File: config.mk
export PLATFORM = sky130hd
export DESIGN_NAME = pal_line_scheduler_flat
export DESIGN_NICKNAME = d
export VERILOG_FILES = /design/src/rtl/pal_line_scheduler_if.sv /design/src/rtl/pal_line_scheduler.sv /design/src/flat_wrapper.sv
export SDC_FILE = /design/constraint.sdc
export NUM_CORES = 1
export LEC_CHECK = 0
export ABC_CLOCK_PERIOD_IN_PS = 4200
export BUFFER_PORTS_ARGS = -buffer_cell sky130_fd_sc_hd__buf_2
export CORE_MARGIN = 8
export CORE_UTILIZATION = 55
export CTS_CLUSTER_SIZE = 30
export DETAILED_ROUTE_END_ITERATION = 10
export PLACE_DENSITY = 0.79
export SLEW_MARGIN = 20
export SYNTH_ARGS = -nofsm -noshare
export SYNTH_HDL_FRONTEND = slang
export SYNTH_SLANG_ARGS = --single-unit
File: constraint.sdc
create_clock -name PALClock -period 4.2 [get_ports PALClock]
set_input_delay 0.84 -clock PALClock [delete_from_list [all_inputs] [get_ports PALClock]]
set_output_delay 0.84 -clock PALClock [all_outputs]
set_load 0.05 [all_outputs]
File: src/rtl/pal_line_scheduler_if.sv
// VDG-side signals for the PAL padding-line scheduler.
// master: the VDG/timing source side that drives sync and format.
// slave: the scheduler, which returns the hold/pad strobes and line count.
interface pal_line_scheduler_if;
  logic       HSn;
  logic       FSn;
  logic       Format;
  logic       Hold;
  logic       PadSync;
  logic       PadLuma;
  logic       PadActive;
  logic       FrmFormat;
  logic [8:0] LineCount;

  modport master (
    output HSn, FSn, Format,
    input  Hold, PadSync, PadLuma, PadActive, FrmFormat, LineCount
  );

  modport slave (
    input  HSn, FSn, Format,
    output Hold, PadSync, PadLuma, PadActive, FrmFormat, LineCount
  );
endinterface

File: src/rtl/pal_line_scheduler.sv
// PAL padding-line scheduler.
// Counts VDG lines from HSn/FSn and, at two programmed lines of a PAL frame,
// freezes the VDG for whole PAL line periods while emitting synthetic
// sync (PadSync) and luma-pad (PadLuma) strobes. NTSC frames pass through.
module pal_line_scheduler #(
  parameter int LINE_LEN = 284,
  parameter int SYNC_LEN = 21,
  parameter int TOP_LINE = 24,
  parameter int TOP_PAD  = 25,
  parameter int BOT_LINE = 216,
  parameter int BOT_PAD  = 25
) (
  input logic PALClock,
  input logic RESETn,
  pal_line_scheduler_if.slave bus
);

  localparam int CW   = $clog2(LINE_LEN + 1);
  localparam int PMAX = (TOP_PAD > BOT_PAD) ? TOP_PAD : BOT_PAD;
  localparam int PW   = $clog2(PMAX + 2);

  localparam logic [CW-1:0] SYNC_LAST = CW'(SYNC_LEN - 1);
  localparam logic [CW-1:0] BODY_LAST = CW'(LINE_LEN - SYNC_LEN - 1);
  localparam logic [8:0]    TOP_L     = 9'(TOP_LINE);
  localparam logic [8:0]    BOT_L     = 9'(BOT_LINE);
  localparam logic [PW-1:0] TOP_N     = PW'(TOP_PAD);
  localparam logic [PW-1:0] BOT_N     = PW'(BOT_PAD);

  typedef enum logic [1:0] {IDLE, PAD_SYNC, PAD_BODY} state_t;

  // two-flop synchronisers plus previous-value flops for fall detection
  logic hs_meta_q, hs_sync_q, hs_prev_q;
  logic fs_meta_q, fs_sync_q, fs_prev_q;
  logic fmt_meta_q, fmt_sync_q;

  state_t        state_q, state_d;
  logic [CW-1:0] cnt_q, cnt_d;
  logic [PW-1:0] rem_q, rem_d;
  logic [8:0]    line_cnt_q, line_cnt_d;
  logic          frm_fmt_q, frm_fmt_d;
  logic          hold_q, hold_d;
  logic          psync_q, psync_d;
  logic          pluma_q, pluma_d;
  logic          pact_q, pact_d;

  logic       hs_fall, fs_fall;
  logic [8:0] line_inc;

  assign hs_fall  = hs_prev_q && !hs_sync_q;
  assign fs_fall  = fs_prev_q && !fs_sync_q;
  assign line_inc = (line_cnt_q == 9'd511) ? line_cnt_q : line_cnt_q + 9'd1;

  // Synchronise the asynchronous VDG inputs; idle-high reset avoids a fake fall
  always_ff @(posedge PALClock or negedge RESETn) begin
    if (!RESETn) begin
      hs_meta_q  <= 1'b1;
      hs_sync_q  <= 1'b1;
      hs_prev_q  <= 1'b1;
      fs_meta_q  <= 1'b1;
      fs_sync_q  <= 1'b1;
      fs_prev_q  <= 1'b1;
      fmt_meta_q <= 1'b1;
      fmt_sync_q <= 1'b1;
    end else begin
      hs_meta_q  <= bus.HSn;
      hs_sync_q  <= hs_meta_q;
      hs_prev_q  <= hs_sync_q;
      fs_meta_q  <= bus.FSn;
      fs_sync_q  <= fs_meta_q;
      fs_prev_q  <= fs_sync_q;
      fmt_meta_q <= bus.Format;
      fmt_sync_q <= fmt_meta_q;
    end
  end

  // Next state: FSn fall wins over everything, else line counting / padding
  always_comb begin
    state_d    = state_q;
    cnt_d      = cnt_q;
    rem_d      = rem_q;
    line_cnt_d = line_cnt_q;
    frm_fmt_d  = frm_fmt_q;
    if (fs_fall) begin
      line_cnt_d = 9'd0;
      frm_fmt_d  = fmt_sync_q;
      state_d    = IDLE;
      cnt_d      = '0;
    end else begin
      case (state_q)
        IDLE: begin
          if (hs_fall) begin
            line_cnt_d = line_inc;
            if (!frm_fmt_q && TOP_PAD > 0 && line_inc == TOP_L) begin
              rem_d   = TOP_N;
              state_d = PAD_SYNC;
              cnt_d   = '0;
            end else if (!frm_fmt_q && BOT_PAD > 0 && line_inc == BOT_L) begin
              rem_d   = BOT_N;
              state_d = PAD_SYNC;
              cnt_d   = '0;
            end
          end
        end
        PAD_SYNC: begin
          if (cnt_q == SYNC_LAST) begin
            state_d = PAD_BODY;
            cnt_d   = '0;
          end else begin
            cnt_d = cnt_q + 1'b1;
          end
        end
        PAD_BODY: begin
          if (cnt_q == BODY_LAST) begin
            cnt_d = '0;
            rem_d = rem_q - 1'b1;
            state_d = (rem_q == PW'(1)) ? IDLE : PAD_SYNC;
          end else begin
            cnt_d = cnt_q + 1'b1;
          end
        end
        default: state_d = IDLE;
      endcase
    end
    // outputs come from the next state so they are registered alongside it
    hold_d  = (state_d != IDLE);
    psync_d = (state_d == PAD_SYNC);
    pluma_d = (state_d == PAD_BODY);
    pact_d  = hold_d;
  end

  // State, counters and registered outputs
  always_ff @(posedge PALClock or negedge RESETn) begin
    if (!RESETn) begin
      state_q    <= IDLE;
      cnt_q      <= '0;
      rem_q      <= '0;
      line_cnt_q <= 9'd0;
      frm_fmt_q  <= 1'b1;
      hold_q     <= 1'b0;
      psync_q    <= 1'b0;
      pluma_q    <= 1'b0;
      pact_q     <= 1'b0;
    end else begin
      state_q    <= state_d;
      cnt_q      <= cnt_d;
      rem_q      <= rem_d;
      line_cnt_q <= line_cnt_d;
      frm_fmt_q  <= frm_fmt_d;
      hold_q     <= hold_d;
      psync_q    <= psync_d;
      pluma_q    <= pluma_d;
      pact_q     <= pact_d;
    end
  end

  assign bus.Hold      = hold_q;
  assign bus.PadSync   = psync_q;
  assign bus.PadLuma   = pluma_q;
  assign bus.PadActive = pact_q;
  assign bus.FrmFormat = frm_fmt_q;
  assign bus.LineCount = line_cnt_q;

endmodule

File: src/flat_wrapper.sv
// flat-port wrapper written by rule: the top's interface ports become plain ports
module pal_line_scheduler_flat 
#(
  parameter int LINE_LEN = 284,
  parameter int SYNC_LEN = 21,
  parameter int TOP_LINE = 24,
  parameter int TOP_PAD  = 25,
  parameter int BOT_LINE = 216,
  parameter int BOT_PAD  = 25
)
  (PALClock, RESETn, bus_HSn, bus_FSn, bus_Format, bus_Hold, bus_PadSync, bus_PadLuma, bus_PadActive, bus_FrmFormat, bus_LineCount);
  pal_line_scheduler_if bus_i ();
  input logic PALClock;
  input logic RESETn;
  input wire logic [$bits(bus_i.HSn)-1:0] bus_HSn;
  input wire logic [$bits(bus_i.FSn)-1:0] bus_FSn;
  input wire logic [$bits(bus_i.Format)-1:0] bus_Format;
  output wire logic [$bits(bus_i.Hold)-1:0] bus_Hold;
  output wire logic [$bits(bus_i.PadSync)-1:0] bus_PadSync;
  output wire logic [$bits(bus_i.PadLuma)-1:0] bus_PadLuma;
  output wire logic [$bits(bus_i.PadActive)-1:0] bus_PadActive;
  output wire logic [$bits(bus_i.FrmFormat)-1:0] bus_FrmFormat;
  output wire logic [$bits(bus_i.LineCount)-1:0] bus_LineCount;
  assign bus_i.HSn = bus_HSn;
  assign bus_i.FSn = bus_FSn;
  assign bus_i.Format = bus_Format;
  assign bus_Hold = bus_i.Hold;
  assign bus_PadSync = bus_i.PadSync;
  assign bus_PadLuma = bus_i.PadLuma;
  assign bus_PadActive = bus_i.PadActive;
  assign bus_FrmFormat = bus_i.FrmFormat;
  assign bus_LineCount = bus_i.LineCount;
  pal_line_scheduler #(.LINE_LEN(LINE_LEN), .SYNC_LEN(SYNC_LEN), .TOP_LINE(TOP_LINE), .TOP_PAD(TOP_PAD), .BOT_LINE(BOT_LINE), .BOT_PAD(BOT_PAD)) u_core (.PALClock(PALClock), .RESETn(RESETn), .bus(bus_i));
endmodule
After elaboration in Yosys (flattened, before gate mapping). Cells that the tools add are included. W data, S select, Z words.

Bits in read-only memories: 0. Memories kept: 0. Bits in latches: 0. Register bits after elaboration: 37. Memory bits (writable): 0. Output and inout port bits: 14.

$lt $le $gt $ge: 0. Multiplexer cells: 24. Shift-type cells: 0. Divide/modulo/power cells: 0. Bitwise operators: 1. Add/sub/neg operators: 3. Multiply operators: 0. Reduce and logical (&&, ||, !) cells: 16. Eq/ne operators: 15.

Operator list (count): $mux W9 (10); $pmux W9 S3 (1); $mux W5 (4); $add A9 B1 Y9 const B (2); $eq A9 B5 Y1 const B (2); $eq A9 B9 Y1 const B (2); $mux W2 (6); $pmux W5 S2 (1); $eq A9 B8 Y1 const B (1); $reduce_bool A2 Y1 (4); $ne A3 B1 Y1 const B (2); $pmux W2 S3 (1); $eq A5 B1 Y1 const B (1); $reduce_and A5 Y1 (1); $sub A5 B1 Y5 const B (1); $eq A2 B1 Y1 const B (2); $eq A2 B2 Y1 const B (2); $logic_and A1 B1 Y1 (4); $ne A2 B1 Y1 const B (2); $ne A4 B1 Y1 const B (1); $reduce_bool A4 Y1 (1); $logic_not A1 Y1 (3); $reduce_and A3 Y1 (1); $logic_not A2 Y1 (1); 3 further kinds (3).

Depth between registers and ports, before layout.
Depth in word-level cells: 10. Depth in mapped cells: 9.

Least setup slack after synthesis. No wires, ideal clock.

Path kind: register to register. From: register u_core.line_cnt_q[0], in the netlist u_core.bus.LineCount[0]. To: register u_core.cnt_q[6]. Stages on the path, launching flop included: 10. Path slack: 1.482 ns. Library setup time: 0.110 ns. Data arrival time: 2.607 ns. Period minus slack after synthesis: 2.718 ns. Required time: 4.090 ns. Path through: dfrtp_1 -> ha_1 -> clkbuf_8 -> and3_2 -> nand3b_1 -> a211oi_4 -> a21boi_2 -> or3_1 -> buf_2 -> o41ai_1.

Word-level cells in the longest chain between the ends: 8.

Ends and longest elaborated chain: start: declaration (line pal_line_scheduler.sv:39) `logic [8:0] line_cnt_q, line_cnt_d;`; start signal: assignment (line pal_line_scheduler.sv:147) `line_cnt_q <= line_cnt_d;`; $add A9 B1 Y9 / $eq A9 B9 Y1 (equally long branches) (line pal_line_scheduler.sv:51) `assign line_inc = (line_cnt_q == 9'd511) ? line_cnt_q : line_cnt_q + 9'd1;`; $mux W9 * (line pal_line_scheduler.sv:51); $eq A9 B5 Y1 (line pal_line_scheduler.sv:93) `if (!frm_fmt_q && TOP_PAD > 0 && line_inc == TOP_L) begin`; $logic_and A1 B1 Y1 (line pal_line_scheduler.sv:93); $mux W9 (line pal_line_scheduler.sv:93); $mux W9 (line pal_line_scheduler.sv:91) `if (hs_fall) begin`; $pmux W9 S3 (line pal_line_scheduler.sv:89) `case (state_q)`; $mux W9 (line pal_line_scheduler.sv:83) `if (fs_fall) begin`; end signal: assignment (line pal_line_scheduler.sv:145) `cnt_q <= cnt_d;`; end: declaration (line pal_line_scheduler.sv:37) `logic [CW-1:0] cnt_q, cnt_d;`.

Every way passes the cells marked *; elsewhere a longest branch is shown, timed or not. The select of a mux whose other input is x is not followed. A chain may end at the register's enable or synchronous reset.

Worst setup path in the final report.
From: register u_core.line_cnt_q[0], in the netlist u_core.bus.LineCount[0]. To: register u_core.cnt_q[7].

The elaborated chain is that of the path after synthesis.

==> flow_summary.json <==
{
  "outcome": "complete, no violations",
  "cts_tree": "yes",
  "htree_levels": 2,
  "initial_core_util_pct": 57.0,
  "fp.dieW_um": 80.4,
  "clk_path_buf_depth": 2,
  "port_buffers": 18,
  "synth_top_area_share_pct": 30.7,
  "grt_pass1_vias": 1715,
  "num_rows": 23,
  "crit_path_max_fanout": 14,
  "maxSlewHeadroom_pct": 30.7,
  "path_class": "reg -> reg",
  "dp_cells": 286,
  "synth_area_per_cell_um2": 9.78,
  "first_pass_iters": 4,
  "final_common_cell": "dfrtp_1",
  "crit_arrival_ps": 3050,
  "setup_tns_ps": 0,
  "slowest_delay_ps": 550,
  "critPathSlowestCell": "or3_1",
  "dp_slack_ps": 1370,
  "gp_congestion": 0.908,
  "drtIter0Drc": 112,
  "synth_area_leaders": "dfrtp_1, dfstp_2, ha_1, o311ai_0, nand2_1",
  "dieArea_um2": 6460,
  "cts_buffers": 5,
  "ys_warn_count": 0,
  "setup_viol": 0,
  "grt_pass1_wl_mm": 8.16,
  "io_pins": 19,
  "grt_overflow": 0,
  "routed_wl_mm": 4.79,
  "antenna_found_initial": 0,
  "fin_crit_sh_pct": 68.3,
  "synthDistinctLibCells": 60,
  "clock_skew_ps": 6.90,
  "routedWlPerCell_um": 16.3,
  "drive_above_1_share_pct": 21.3,
  "cts_root_buf": "clkbuf_8",
  "setup.worst_path.start_class": "flop",
  "min_period_ps": 2870,
  "syn-num-nets": 248,
  "area_growth_pct": 5.76,
  "syn_inst": 233,
  "crit_chain": "ha_1 -> nor4b_1 -> o211ai_1 -> a211oi_4 -> a21boi_2 -> or3_1 -> o41ai_1",
  "clock_latency_ps": 300,
  "drv_cap": 0,
  "grt_max_degree": 38,
  "ys_async_sr_fraction_pct": 100,
  "viasPerCell": 6.12,
  "tightest_slew_ps": 1030,
  "layout_setup_ws_ps": 1330,
  "clkTransAtPathRegs_ps": 70,
  "final_cells": 294,
  "synth-main-ff-cell": "dfrtp_1",
  "pwr_density_cell_nw_per_um2": 338,
  "rsz0062_at_grt": "false",
  "final_antenna_net_count": 0,
  "core_area_um2": 4000,
  "crit_path_end_kind": "flop",
  "finalNetCount": 258,
  "diodes": 0,
  "drc": 0,
  "hold_ws_ps": 358,
  "ys_seq_area_share_pct": 41.1,
  "num_vias": 1800,
  "die_y_um": 80.4,
  "cts_resized": 0,
  "cts_setup_buffers": 0,
  "ys_seq_elements": 37,
  "syn_area_um2": 2280,
  "critPathRequiredTime_ps": 4380,
  "clock.fmax_mhz": 348,
  "p_leak_nw": 1.04,
  "cts_sinks": 37,
  "hold_class": "reg -> reg",
  "hpwl_mm": 3.36,
  "synth_edf_count": 0,
  "yosys.area.top_type": "dfrtp_1",
  "final_max_slew_viol_count": 0,
  "cts_hold_buf": 0,
  "track_usage_pct": 15.8,
  "layout_common_cells": "dfrtp_1, nand2_1, nor2_1, buf_2, inv_1",
  "finalHoldViolCount": 0,
  "peakVddDrop_mv": 0.239
}
==> registers in the layout (all words and copies together) (netlist names) <==
register / cells
u_core.bus.Hold: 1
u_core.bus.LineCount: 9
u_core.bus.PadSync: 1
u_core.state_q: 2
u_core.fs_prev_q: 1
u_core.fmt_meta_q: 1
u_core.hs_prev_q: 1
u_core.cnt_q: 9
u_core.hs_sync_q: 1
u_core.hs_meta_q: 1
u_core.fs_meta_q: 1
u_core.rem_q: 5
u_core.bus.FrmFormat: 1
u_core.fmt_sync_q: 1
u_core.fs_sync_q: 1
u_core.bus.PadLuma: 1
==> critical path: cells and delay by family (launching register included) <==
family                   cells  cell delay (ps)
flip-flops                   1              460
adder cells (fa/ha/maj)      1              330
AND/OR/NAND/NOR              2              930
AO/OA/AOI/OAI                4             1030
==> power breakdown <==
group	total, mW	switching, mW	leakage (nW)	internal (mW)
clock	0.364	0.128	0.0681	0.236
combinational	0.0703	0.0519	0.487	0.0184
sequential	0.382	0.0120	0.484	0.370
==> worst paths after layout <==
check	end	slack, ps	depth (start not counted)	from
setup / recovery	u_core.cnt_q[7]$_DFFE_PN0P_	1330	7	u_core.bus.LineCount[0]$_DFFE_PN0P_
hold / removal	u_core.hs_sync_q$_DFF_PN1_	360	0	u_core.hs_meta_q$_DFF_PN1_
setup reg to reg	u_core.cnt_q[7]$_DFFE_PN0P_	1330	7	u_core.bus.LineCount[0]$_DFFE_PN0P_
hold reg to reg	u_core.hs_sync_q$_DFF_PN1_	360	0	u_core.hs_meta_q$_DFF_PN1_
max in group asynchronous	u_core.cnt_q[3]$_DFFE_PN0P_	3040	1	RESETn
min in group asynchronous	u_core.bus.LineCount[2]$_DFFE_PN0P_	630	1	RESETn
==> final cells by class <==
class	count	area, um2
Clock buffer	5	68.8
Clock inverter	3	65.1
Fill cell	341	1590
Inverter	12	45.0
Multi-Input combinational cell	169	1140
Sequential cell	37	937
Tap cell	50	62.6
Timing Repair Buffer	18	90.1
==> metal layers <==
| layer | global-route usage [%] | up-vias | routed length, um |
|---|---|---|---|
| li1 | - | 878 | - |
| met1 | 20.2 | 868 | 2230 |
| met2 | 24.9 | 48 | 2270 |
| met3 | 3.57 | 6 | 247 |
| met4 | 6.91 | 0 | 46 |
| met5 | 0 | - | 0 |
==> cells in the mapped netlist (2+ instances only) <==
| master | count |
|---|---|
| mux2i_1 | 3 |
| dfrtp_1 | 28 |
| nand3_1 | 11 |
| ha_1 | 10 |
| nor2b_1 | 5 |
| o41ai_1 | 4 |
| clkbuf_8 | 4 |
| nand2_1 | 18 |
| or2b_2 | 2 |
| buf_4 | 3 |
| nand2b_1 | 5 |
| o311ai_0 | 8 |
| and3_1 | 2 |
| nor4b_1 | 3 |
| nand4b_1 | 2 |
| a21oi_1 | 8 |
| nor2_1 | 18 |
| and4_1 | 3 |
| nor3_1 | 6 |
| and2b_2 | 3 |
| o21ai_0 | 11 |
| nand4_1 | 8 |
| a31oi_1 | 4 |
| nand3b_1 | 3 |
| and3_2 | 3 |
| o211ai_1 | 3 |
| inv_1 | 12 |
| o31ai_1 | 2 |
| dfstp_2 | 9 |
| and4_2 | 2 |
==> through the flow <==
step	cell area, um2	power [mW]	util [%]
4_1_cts	2410	0.826	60.3
3_3_place_gp	2280	0.457	56.9
2_1_floorplan	2280	0.440	-
5_1_grt	2410	0.847	60.3
3_5_place_dp	2280	0.459	56.9
6_report	2410	0.816	60.3
==> cell families after synthesis <==
family                     count (synthesis)  synth area share [%]
AOI/OAI and AO/OA                         51                  16.3
xor gates and xnor gates                   2                 0.769
adders and majority gates                 10                  5.49
buffers and inverters                     27                  8.78
DFF                                       37                  41.1
muxes                                      4                  1.81
and+or+nand+nor                          102                  25.7
Power figures use the tool's default switching activity.
